--- config.mk ---
export PLATFORM = sky130hd
export DESIGN_NAME = video_timing_gen
export DESIGN_NICKNAME = d
export VERILOG_FILES = /design/src/rtl/video_timing_pkg.sv /design/src/rtl/video_timing_gen_pix_ce_gen.sv /design/src/rtl/video_timing_gen.sv
export SDC_FILE = /design/constraint.sdc
export NUM_CORES = 1
export LEC_CHECK = 0
export ABC_AREA = 1
export BUFFER_PORTS_ARGS = -buffer_cell sky130_fd_sc_hd__buf_2
export CAP_MARGIN = 15
export CORE_MARGIN = 1.5
export CORE_UTILIZATION = 63
export DETAILED_ROUTE_END_ITERATION = 10
export GPL_ROUTABILITY_DRIVEN = 0
export PLACE_DENSITY = 0.85
export SLEW_MARGIN = 20
export SYNTH_ARGS = -nofsm -noshare
export SYNTH_HDL_FRONTEND = slang
export SYNTH_SLANG_ARGS = --single-unit
--- constraint.sdc ---
create_clock -name clk -period 3.35 [get_ports clk]
set_input_delay 0.1675 -clock clk [delete_from_list [all_inputs] [get_ports clk]]
set_output_delay 0.1675 -clock clk [all_outputs]
set_load 0.005 [all_outputs]
--- src/rtl/video_timing_pkg.sv ---
// Shared types and constants for the video timing generator: horizontal and
// vertical phase enum, 640x480@60 default timings and the colour-bar table.
package video_timing_pkg;

   typedef enum logic [1:0] {
      ACTIVE = 2'd0,
      FP     = 2'd1,
      SYNC   = 2'd2,
      BP     = 2'd3
   } phase_e;

   // 640x480@60 with a 25 MHz pixel clock derived from 50 MHz
   localparam int DEF_H_ACTIVE = 640;
   localparam int DEF_H_FP     = 16;
   localparam int DEF_H_SYNC   = 96;
   localparam int DEF_H_BP     = 48;
   localparam int DEF_V_ACTIVE = 480;
   localparam int DEF_V_FP     = 10;
   localparam int DEF_V_SYNC   = 2;
   localparam int DEF_V_BP     = 33;
   localparam int DEF_CLK_DIV  = 2;
   localparam int DEF_FRAME_W  = 8;

   // Bars left to right: white, yellow, cyan, green, magenta, red, blue, black
   localparam logic [23:0] COLOR_BARS [0:7] = '{
      24'hFFFFFF, 24'hFFFF00, 24'h00FFFF, 24'h00FF00,
      24'hFF00FF, 24'hFF0000, 24'h0000FF, 24'h000000
   };

   function automatic logic [23:0] bar_color(input logic [2:0] idx);
      return COLOR_BARS[idx];
   endfunction

endpackage

--- src/rtl/video_timing_gen_pix_ce_gen.sv ---
// Pixel clock-enable divider: one registered strobe every CLK_DIV clk cycles.
// The strobe is held (not cleared) while enable is low so that the pixel
// step it represents is taken as soon as enable returns; the consumer must
// qualify it with enable.
module pix_ce_gen
   import video_timing_pkg::*;
#(
   parameter int CLK_DIV = DEF_CLK_DIV
) (
   input  logic clk,
   input  logic reset_n,
   input  logic enable,
   output logic pix_ce
);

   localparam int            CW   = (CLK_DIV > 1) ? $clog2(CLK_DIV) : 1;
   localparam logic [CW-1:0] LAST = CW'(CLK_DIV - 1);

   logic [CW-1:0] cnt;

   // Divider count 0..CLK_DIV-1; strobe follows the terminal count
   always_ff @(posedge clk or negedge reset_n) begin
      if (!reset_n) begin
         cnt    <= '0;
         pix_ce <= 1'b0;
      end else if (enable) begin
         pix_ce <= (cnt == LAST);
         cnt    <= (cnt == LAST) ? '0 : cnt + CW'(1);
      end
   end

endmodule

--- src/rtl/video_timing_gen.sv ---
// Video timing generator: pixel/line counters, ACTIVE/FP/SYNC/BP phase FSMs,
// registered sync/de/position outputs and a frame counter.
// Optional colour-bar test pattern on output rgb when VIDEO_TIMING_TESTPAT_EN
// is defined; without it the rgb port and its logic are absent.
module video_timing_gen
   import video_timing_pkg::*;
#(
   parameter int H_ACTIVE   = DEF_H_ACTIVE,
   parameter int H_FP       = DEF_H_FP,
   parameter int H_SYNC     = DEF_H_SYNC,
   parameter int H_BP       = DEF_H_BP,
   parameter int V_ACTIVE   = DEF_V_ACTIVE,
   parameter int V_FP       = DEF_V_FP,
   parameter int V_SYNC     = DEF_V_SYNC,
   parameter int V_BP       = DEF_V_BP,
   parameter int H_SYNC_POL = 0,
   parameter int V_SYNC_POL = 0,
   parameter int CLK_DIV    = DEF_CLK_DIV,
   parameter int FRAME_W    = DEF_FRAME_W
) (
   input  logic                                            clk,
   input  logic                                            reset_n,
   input  logic                                            enable,
   output logic                                            pix_ce,
   output logic                                            hsync,
   output logic                                            vsync,
   output logic                                            de,
   output logic [$clog2(H_ACTIVE+H_FP+H_SYNC+H_BP)-1:0]    x,
   output logic [$clog2(V_ACTIVE+V_FP+V_SYNC+V_BP)-1:0]    y,
   output logic                                            line_start,
   output logic                                            frame_start,
   output logic [FRAME_W-1:0]                              frame_cnt
`ifdef VIDEO_TIMING_TESTPAT_EN
   ,
   output logic [23:0]                                     rgb
`endif
);

   localparam int H_TOTAL = H_ACTIVE + H_FP + H_SYNC + H_BP;
   localparam int V_TOTAL = V_ACTIVE + V_FP + V_SYNC + V_BP;
   localparam int XW      = $clog2(H_TOTAL);
   localparam int YW      = $clog2(V_TOTAL);

   // Last coordinate of each phase
   localparam logic [XW-1:0] H_ACT_END  = XW'(H_ACTIVE - 1);
   localparam logic [XW-1:0] H_FP_END   = XW'(H_ACTIVE + H_FP - 1);
   localparam logic [XW-1:0] H_SYNC_END = XW'(H_ACTIVE + H_FP + H_SYNC - 1);
   localparam logic [XW-1:0] H_LAST     = XW'(H_TOTAL - 1);
   localparam logic [YW-1:0] V_ACT_END  = YW'(V_ACTIVE - 1);
   localparam logic [YW-1:0] V_FP_END   = YW'(V_ACTIVE + V_FP - 1);
   localparam logic [YW-1:0] V_SYNC_END = YW'(V_ACTIVE + V_FP + V_SYNC - 1);
   localparam logic [YW-1:0] V_LAST     = YW'(V_TOTAL - 1);

   localparam logic HS_ON  = (H_SYNC_POL != 0);
   localparam logic HS_OFF = !HS_ON;
   localparam logic VS_ON  = (V_SYNC_POL != 0);
   localparam logic VS_OFF = !VS_ON;

   if (H_ACTIVE <= 0 || H_FP <= 0 || H_SYNC <= 0 || H_BP <= 0 ||
       V_ACTIVE <= 0 || V_FP <= 0 || V_SYNC <= 0 || V_BP <= 0 ||
       CLK_DIV < 1 || CLK_DIV > 16) begin : g_bad_param
      $error("video_timing_gen: zero timing parameter or CLK_DIV outside 1..16");
   end

   logic               ce_raw;
   logic               adv;
   logic               h_wrap;
   logic               f_wrap;
   logic [XW-1:0]      cx;
   logic [YW-1:0]      cy;
   logic [FRAME_W-1:0] fcnt;
   phase_e             h_state, h_state_nxt;
   phase_e             v_state, v_state_nxt;
   logic               px_active;
   logic               h_sync_on;
   logic               v_sync_on;

   pix_ce_gen #(.CLK_DIV(CLK_DIV)) u_pix_ce_gen (
      .clk     (clk),
      .reset_n (reset_n),
      .enable  (enable),
      .pix_ce  (ce_raw)
   );

   // cx/cy name the pixel that the next step presents on the outputs
   assign adv    = ce_raw & enable;
   assign h_wrap = adv && (cx == H_LAST);
   assign f_wrap = h_wrap && (cy == V_LAST);

   // Position counters and frames-completed count
   always_ff @(posedge clk or negedge reset_n) begin
      if (!reset_n) begin
         cx   <= '0;
         cy   <= '0;
         fcnt <= '0;
      end else if (adv) begin
         cx <= h_wrap ? '0 : cx + XW'(1);
         if (h_wrap)
            cy <= (cy == V_LAST) ? '0 : cy + YW'(1);
         if (f_wrap)
            fcnt <= fcnt + FRAME_W'(1);
      end
   end

   // Phase state registers
   always_ff @(posedge clk or negedge reset_n) begin
      if (!reset_n) begin
         h_state <= ACTIVE;
         v_state <= ACTIVE;
      end else begin
         h_state <= h_state_nxt;
         v_state <= v_state_nxt;
      end
   end

   // Phase transitions: horizontal on the step leaving a boundary pixel,
   // vertical only on the step that wraps the line
   always_comb begin
      h_state_nxt = h_state;
      if (adv) begin
         case (h_state)
            ACTIVE:  if (cx == H_ACT_END)  h_state_nxt = FP;
            FP:      if (cx == H_FP_END)   h_state_nxt = SYNC;
            SYNC:    if (cx == H_SYNC_END) h_state_nxt = BP;
            BP:      if (cx == H_LAST)     h_state_nxt = ACTIVE;
            default:                       h_state_nxt = ACTIVE;
         endcase
      end
      v_state_nxt = v_state;
      if (h_wrap) begin
         case (v_state)
            ACTIVE:  if (cy == V_ACT_END)  v_state_nxt = FP;
            FP:      if (cy == V_FP_END)   v_state_nxt = SYNC;
            SYNC:    if (cy == V_SYNC_END) v_state_nxt = BP;
            BP:      if (cy == V_LAST)     v_state_nxt = ACTIVE;
            default:                       v_state_nxt = ACTIVE;
         endcase
      end
   end

   // Phase decode for the pixel about to be presented
   always_comb begin
      px_active = (h_state == ACTIVE) && (v_state == ACTIVE);
      h_sync_on = (h_state == SYNC);
      v_sync_on = (v_state == SYNC);
   end

   // Registered outputs; everything except the strobes holds between steps
   always_ff @(posedge clk or negedge reset_n) begin
      if (!reset_n) begin
         pix_ce      <= 1'b0;
         line_start  <= 1'b0;
         frame_start <= 1'b0;
         x           <= '0;
         y           <= '0;
         de          <= 1'b0;
         hsync       <= HS_OFF;
         vsync       <= VS_OFF;
         frame_cnt   <= '0;
      end else begin
         pix_ce      <= adv;
         line_start  <= adv && (cx == '0);
         frame_start <= adv && (cx == '0) && (cy == '0);
         if (adv) begin
            x         <= cx;
            y         <= cy;
            de        <= px_active;
            hsync     <= h_sync_on ? HS_ON : HS_OFF;
            vsync     <= v_sync_on ? VS_ON : VS_OFF;
            frame_cnt <= fcnt;
         end
      end
   end

`ifdef VIDEO_TIMING_TESTPAT_EN
   localparam int BAR_W = (H_ACTIVE / 8 > 0) ? H_ACTIVE / 8 : 1;

   logic [2:0] rot;
   logic [2:0] bar_idx;
   int         bar_raw;

   // Bar under the current pixel; any remainder columns extend the last bar
   always_comb begin
      bar_raw = int'(cx) / BAR_W;
      bar_idx = (bar_raw > 7) ? 3'd7 : 3'(bar_raw);
   end

   // Bar rotation advances once per frame, visible from the next frame_start
   always_ff @(posedge clk or negedge reset_n) begin
      if (!reset_n) begin
         rot <= '0;
         rgb <= '0;
      end else if (adv) begin
         if (f_wrap)
            rot <= rot + 3'd1;
         rgb <= px_active ? bar_color(bar_idx + rot) : 24'h000000;
      end
   end
`endif

endmodule

# Yosys cells after proc, flatten, opt, wreduce, memory -nomap -nowiden
# Index checks and enable logic that the tools add are counted.
[classes]
eq_ne = 22
muxes = 15
n_addsub = 4
reduce_logical = 13
bitwise = 1
[op_table]
columns = ["op", "n"]
rows = [
  ["equality test 10 bit (second input constant)", 5],
  ["equality test 10 x 9 -> 1 bit (second input constant)", 3],
  ["adder 10 x 1 -> 10 bit (second input constant)", 2],
  ["zero test 10 bit", 2],
  ["2-to-1 mux 10 bit", 2],
  ["2-to-1 mux 2 bit", 8],
  ["one-hot mux 2 bit (4 select lines)", 2],
  ["!= test 2 bit (second input constant)", 6],
  ["AND reduction 5 bit", 2],
  ["adder 8 x 1 -> 8 bit (second input constant)", 1],
  ["equality test 2 bit (second input constant)", 4],
  ["logical AND 1 bit", 5],
  ["equality test 2 x 1 -> 1 bit (second input constant)", 2],
  ["zero test 2 bit", 2],
  ["!= test 2 x 1 -> 1 bit (second input constant)", 2],
  ["AND reduction 2 bit", 2],
  ["2-to-1 mux 1 bit", 3],
  ["adder 1 bit (second input constant)", 1],
  ["AND 1 bit", 1],
]
[word_totals]
in_bits = 3
word_cells = 71
ff_bits = 68

# Depth between registers and ports, before layout
[logic_depth]
depth_word = 4
ltp_mapped = 12
mapped_depth_nobuf = 12

# Cells and area by module
# Synthesis repeated with hierarchy kept, for this count alone.
[unflattened]
hier_cells = 390
area_unflattened_um2 = 3288.2
[by_module_without_submodules]
columns = ["mod", "instances", "cells_each", "area_each_um2", "seq_area_each_um2"]
rows = [
  ["video_timing_gen", 1, 380, 3208.1, 1654.1],
  ["pix_ce_gen", 1, 10, 80.1, 50.0],
]

# Worst setup path after synthesis
# OpenSTA, ideal clock, no wires.
[synth_path]
kind = "register to register"
from = "register cy[0]"
to = "register fcnt[5]"
setup_ps = 120
arrival_ps = 1380
path_stages_with_launch = 10
slack_ps = 1850
period_less_slack_ps = 1500
required_ps = 3230
cell_sequence = "dfrtp_1 > inv_1 > ha_1 > inv_1 > nor2_2 > nand4_4 > clkinv_2 > nand3b_2 > o21ai_1 > nand2_1"
[synth_between]
elab_chain_cells = 3
[synth_rtl]
columns = ["item", "line_no", "rtl"]
rows = [
  ["start, declared", "video_timing_gen.sv:70", "logic [YW-1:0] cy;"],
  ["start signal, assigned", "video_timing_gen.sv:99", "cy <= (cy == V_LAST) ? '0 : cy + YW'(1);"],
  ["equality test 10 bit", "video_timing_gen.sv:88", "assign f_wrap = h_wrap && (cy == V_LAST);"],
  ["logical AND 1 bit", "video_timing_gen.sv:88", ""],
  ["AND reduction 2 bit (no source line)", "--", ""],
  ["end signal, assigned", "video_timing_gen.sv:101", "fcnt <= fcnt + FRAME_W'(1);"],
  ["end, declared", "video_timing_gen.sv:71", "logic [FRAME_W-1:0] fcnt;"],
]
# Every way passes these cells.
# A chain may end at the register's enable or synchronous reset.

# Final worst setup path
[layout_path]
from = "register cx[0]"
to = "register fcnt[5]"
[layout_between]
elab_chain_cells = 4
[layout_rtl]
columns = ["item", "line_no", "rtl"]
rows = [
  ["start, declared", "video_timing_gen.sv:69", "logic [XW-1:0] cx;"],
  ["start signal, assigned", "video_timing_gen.sv:97", "cx <= h_wrap ? '0 : cx + XW'(1);"],
  ["equality test 10 bit", "video_timing_gen.sv:87", "assign h_wrap = adv && (cx == H_LAST);"],
  ["logical AND 1 bit", "video_timing_gen.sv:87", ""],
  ["logical AND 1 bit", "video_timing_gen.sv:88", ""],
  ["AND reduction 2 bit (no source line)", "--", ""],
]
# Every way passes these cells.

==> flow_summary.toml <==
[finish]
syn2layout_area_growth_pct = 13.6
post-route-util = 0.745
nets = 436
drive_gt1_frac = 0.193
diodes = 0
fillers = 395
multi_input_area_um2 = 1450
design_area_um2 = 3830
seq_area_um2 = 1700

[synth]
synth_edf_count = 0
synth_top_cell_by_area = "dfrtp_1"
ys_seq_area_frac = 0.505
synth_seq_cells = 68
dominantRegCellSynth = "dfrtp_1"
async_flop_share = 1.00
yosysTopAreaCellShare = 0.490
synth_warnings = 0
ys_top_cells_by_area = "dfrtp_1, nand2_1, o21ai_0"
netlist_area_um2 = 3370
synth_cells = 381
avgSynthCellArea_um2 = 8.85
syn_nets = 398
synth.distinct_cells = 38

[placed_design]
io_buffers = 36
hpwl_um = 4470
placed_area_um2 = 3600
dp_slack_ps = 1550

[sta]
worst_pin_slew_ps = 543
fmaxAchievable_ghz = 0.551
layout_setup_ws_ps = 1540
maxSlewHeadroom = 0.638
rsz0062_at_grt = "false"
period_needed_ps = 1810
period_share = 0.542
hold_viol = 0
setup_viol = 0
slew_viol_final = 0
finClkSkew_ps = 5.92
finalSetupTns_ps = 0

[power_and_ir_drop]
power_w = 0.00257
power.switching_w = 0.000842
internal_power_w = 0.00173
power_density_nw_per_um2 = 672
pwr-share-comb = 0.245
swShare = 0.327
p_seq_frac = 0.464
clockPowerShare = 0.291
peakVddDrop_uv = 416
p_leak_nw = 1.97

[critical_path]
r2r-end = "fcnt[5]"
path_max_fanout = 11
cp.arrival_ps = 2050
path_cells = "ha_1, nand2_2, inv_1, nand3_2, nor2_2, nand3b_2, o21ai_1, nand2_1"
reg2reg_from = "cx[0]"
critical_path.top_delay_family = "simple AND/OR/NAND/NOR gates"
max_stage_delay_ps = 470
worstSetupStartpointType = "register"
r2r_cells = 8
critPathBufInv = 1
path_class = "reg -> reg"
r2r_setup_slack_ps = 1540
required_ps = 3580
crit_slowest_cell = "nor2_2"
critPathCaptureType = "register"

[cts]
clkTransAtPathRegs_ps = 70
cts_buffers = 9
cts.sinks = 68
cts_max_path_buffers = 2
cts_tree = "done"
cts_setup_buffers = 0
clk_latency_ps = 340
clockRootBuffer = "clkbuf_8"
h-tree-depth = 3

[die]
start_util = 0.656
fp.dieH_um = 76.2
die_w_um = 76.2
dieArea_um2 = 5800
rows = 26
ios = 37
coreArea_um2 = 5140

[grt]
grt-ovfl-total = 0
grt_pass1_vias = 2483
grt_first_pass_wirelength_um = 11400
antenna_found_initial = 0
grt_max_degree = 59
grt_usage = 0.249

[route]
first_iter_violations = 150
vias = 2580
wire_per_inst_um = 13.1
viasPerCell = 5.22
final_antenna_net_count = 0
wl_um = 6470
drc = 0
dr.pass1.iters = 4

[worst_hold_path]
holdCritPathClass = "in -> reg"
worstHoldPathCells = 2
holdPathEnd = "u_pix_ce_gen.cnt"
min_from = "enable"

[status]
outcome = "finished clean"

[flow_run]
cap_violations = 0
## power groups by stage
| stage | registers [W] | logic [W] | clock network, W |
|---|---|---|---|
| after CTS | 0.00119 | 0.000640 | 0.000762 |
| after global placement | 0.00119 | 0.000606 | 0 |
| after floorplan | 0.00120 | 0.000381 | 0 |
| after detailed placement | 0.00121 | 0.000622 | 0 |
| after global routing | 0.00122 | 0.000730 | 0.000796 |
| final | 0.00119 | 0.000631 | 0.000750 |
## final cells by class
cell class                      instances  share of cell area
Clock buffer                           10              0.0359
Clock inverter                          6              0.0229
Inverter                               41              0.0411
Multi-Input combinational cell        260               0.379
Sequential cell                        68               0.445
Tap cell                               70              0.0229
Timing Repair Buffer                   39              0.0536
## kinds of logic (layout without fill, tap and decap cells)
| kind of cell | after synthesis | count (layout) | share of synthesized area |
|---|---|---|---|
| compound gates | 43 | 43 | 0.0657 |
| xor+xnor | 15 | 15 | 0.0412 |
| fa+ha+maj | 14 | 14 | 0.0519 |
| buf+inv | 53 | 96 | 0.0642 |
| flops | 68 | 68 | 0.505 |
| mux | 1 | 1 | 0.00334 |
| simple gates | 187 | 187 | 0.268 |
## registers in the layout, summed over array words and instances (netlist names)
signal	cells
cx	10
cy	10
x	10
y	10
fcnt	8
frame_cnt	8
h_state	2
v_state	2
de	1
frame_start	1
hsync	1
line_start	1
pix_ce	1
u_pix_ce_gen.cnt	1
u_pix_ce_gen.pix_ce	1
vsync	1
## synthesized netlist by cell type, types with 2 or more instances
library cell,number
nor2_1,29
nand4_1,5
nor3_1,7
clkinv_2,3
or2_2,2
a21oi_1,3
o21ai_0,36
dfstp_2,2
nor3_2,3
nand3_1,25
dfrtp_1,66
ha_1,14
nand4_4,2
nand3b_1,2
clkbuf_1,4
buf_1,2
nor2_2,4
buf_2,5
nand2_2,3
inv_1,37
nor2_4,2
nand2_1,96
xor2_1,13
o21bai_1,2
## placed cells by master (no fill, tap or decap), types with 4 or more instances in the layout
master,Yosys,routed
clkbuf_8,0,10
nor3_1,7,7
inv_1,37,37
nand2_1,96,96
o21ai_0,36,36
buf_2,5,36
nand4_1,5,5
ha_1,14,14
nand3_1,25,25
xor2_1,13,13
dfrtp_1,66,66
clkinv_2,3,4
nor2_2,4,4
nor2_1,29,29
## what timing repair did
action | in CTS | in global routing
resized for setup | 0 | 0
endpoints found under the hold margin | 22 | 0
hold buffers | 1 | 0
## worst register-to-register path, cell delays in order, from the launching register on
cell and delay, ps:
dfrtp_1 370, ha_1 190, nand2_2 80, inv_1 90, nand3_2 120, nor2_2 470
nand3b_2 180, o21ai_1 150, nand2_1 50
## layer usage
layer  vias to the layer above  global-route usage  part of all wire
met5                         -                   0                 0
met4                         0               0.113             0.012
met3                         7              0.0407             0.051
met2                        75               0.386              0.47
met1                      1204               0.348              0.47
li1                       1294                   -                 -
## per-stage QoR
stage,instances,hold WS [ps]
6_report,494,49.2
5_1_grt,494,45.8
3_3_place_gp,477,169
4_1_cts,494,40.4
3_5_place_dp,477,168
2_1_floorplan,381,-128
## worst max-delay path by stage
stage	startpoint	to	slack, ps	cells after the start
after detailed placement	cx[0]	fcnt[5]	1550	8
after floorplan	cy[0]	fcnt[5]	1850	9
after global placement	cx[0]	fcnt[5]	1610	8
after global routing	cx[0]	fcnt[5]	1310	8
after CTS	cx[0]	fcnt[5]	1540	8
final	cx[0]	fcnt[5]	1540	8
No activity file was read; power rests on OpenSTA's default activity.
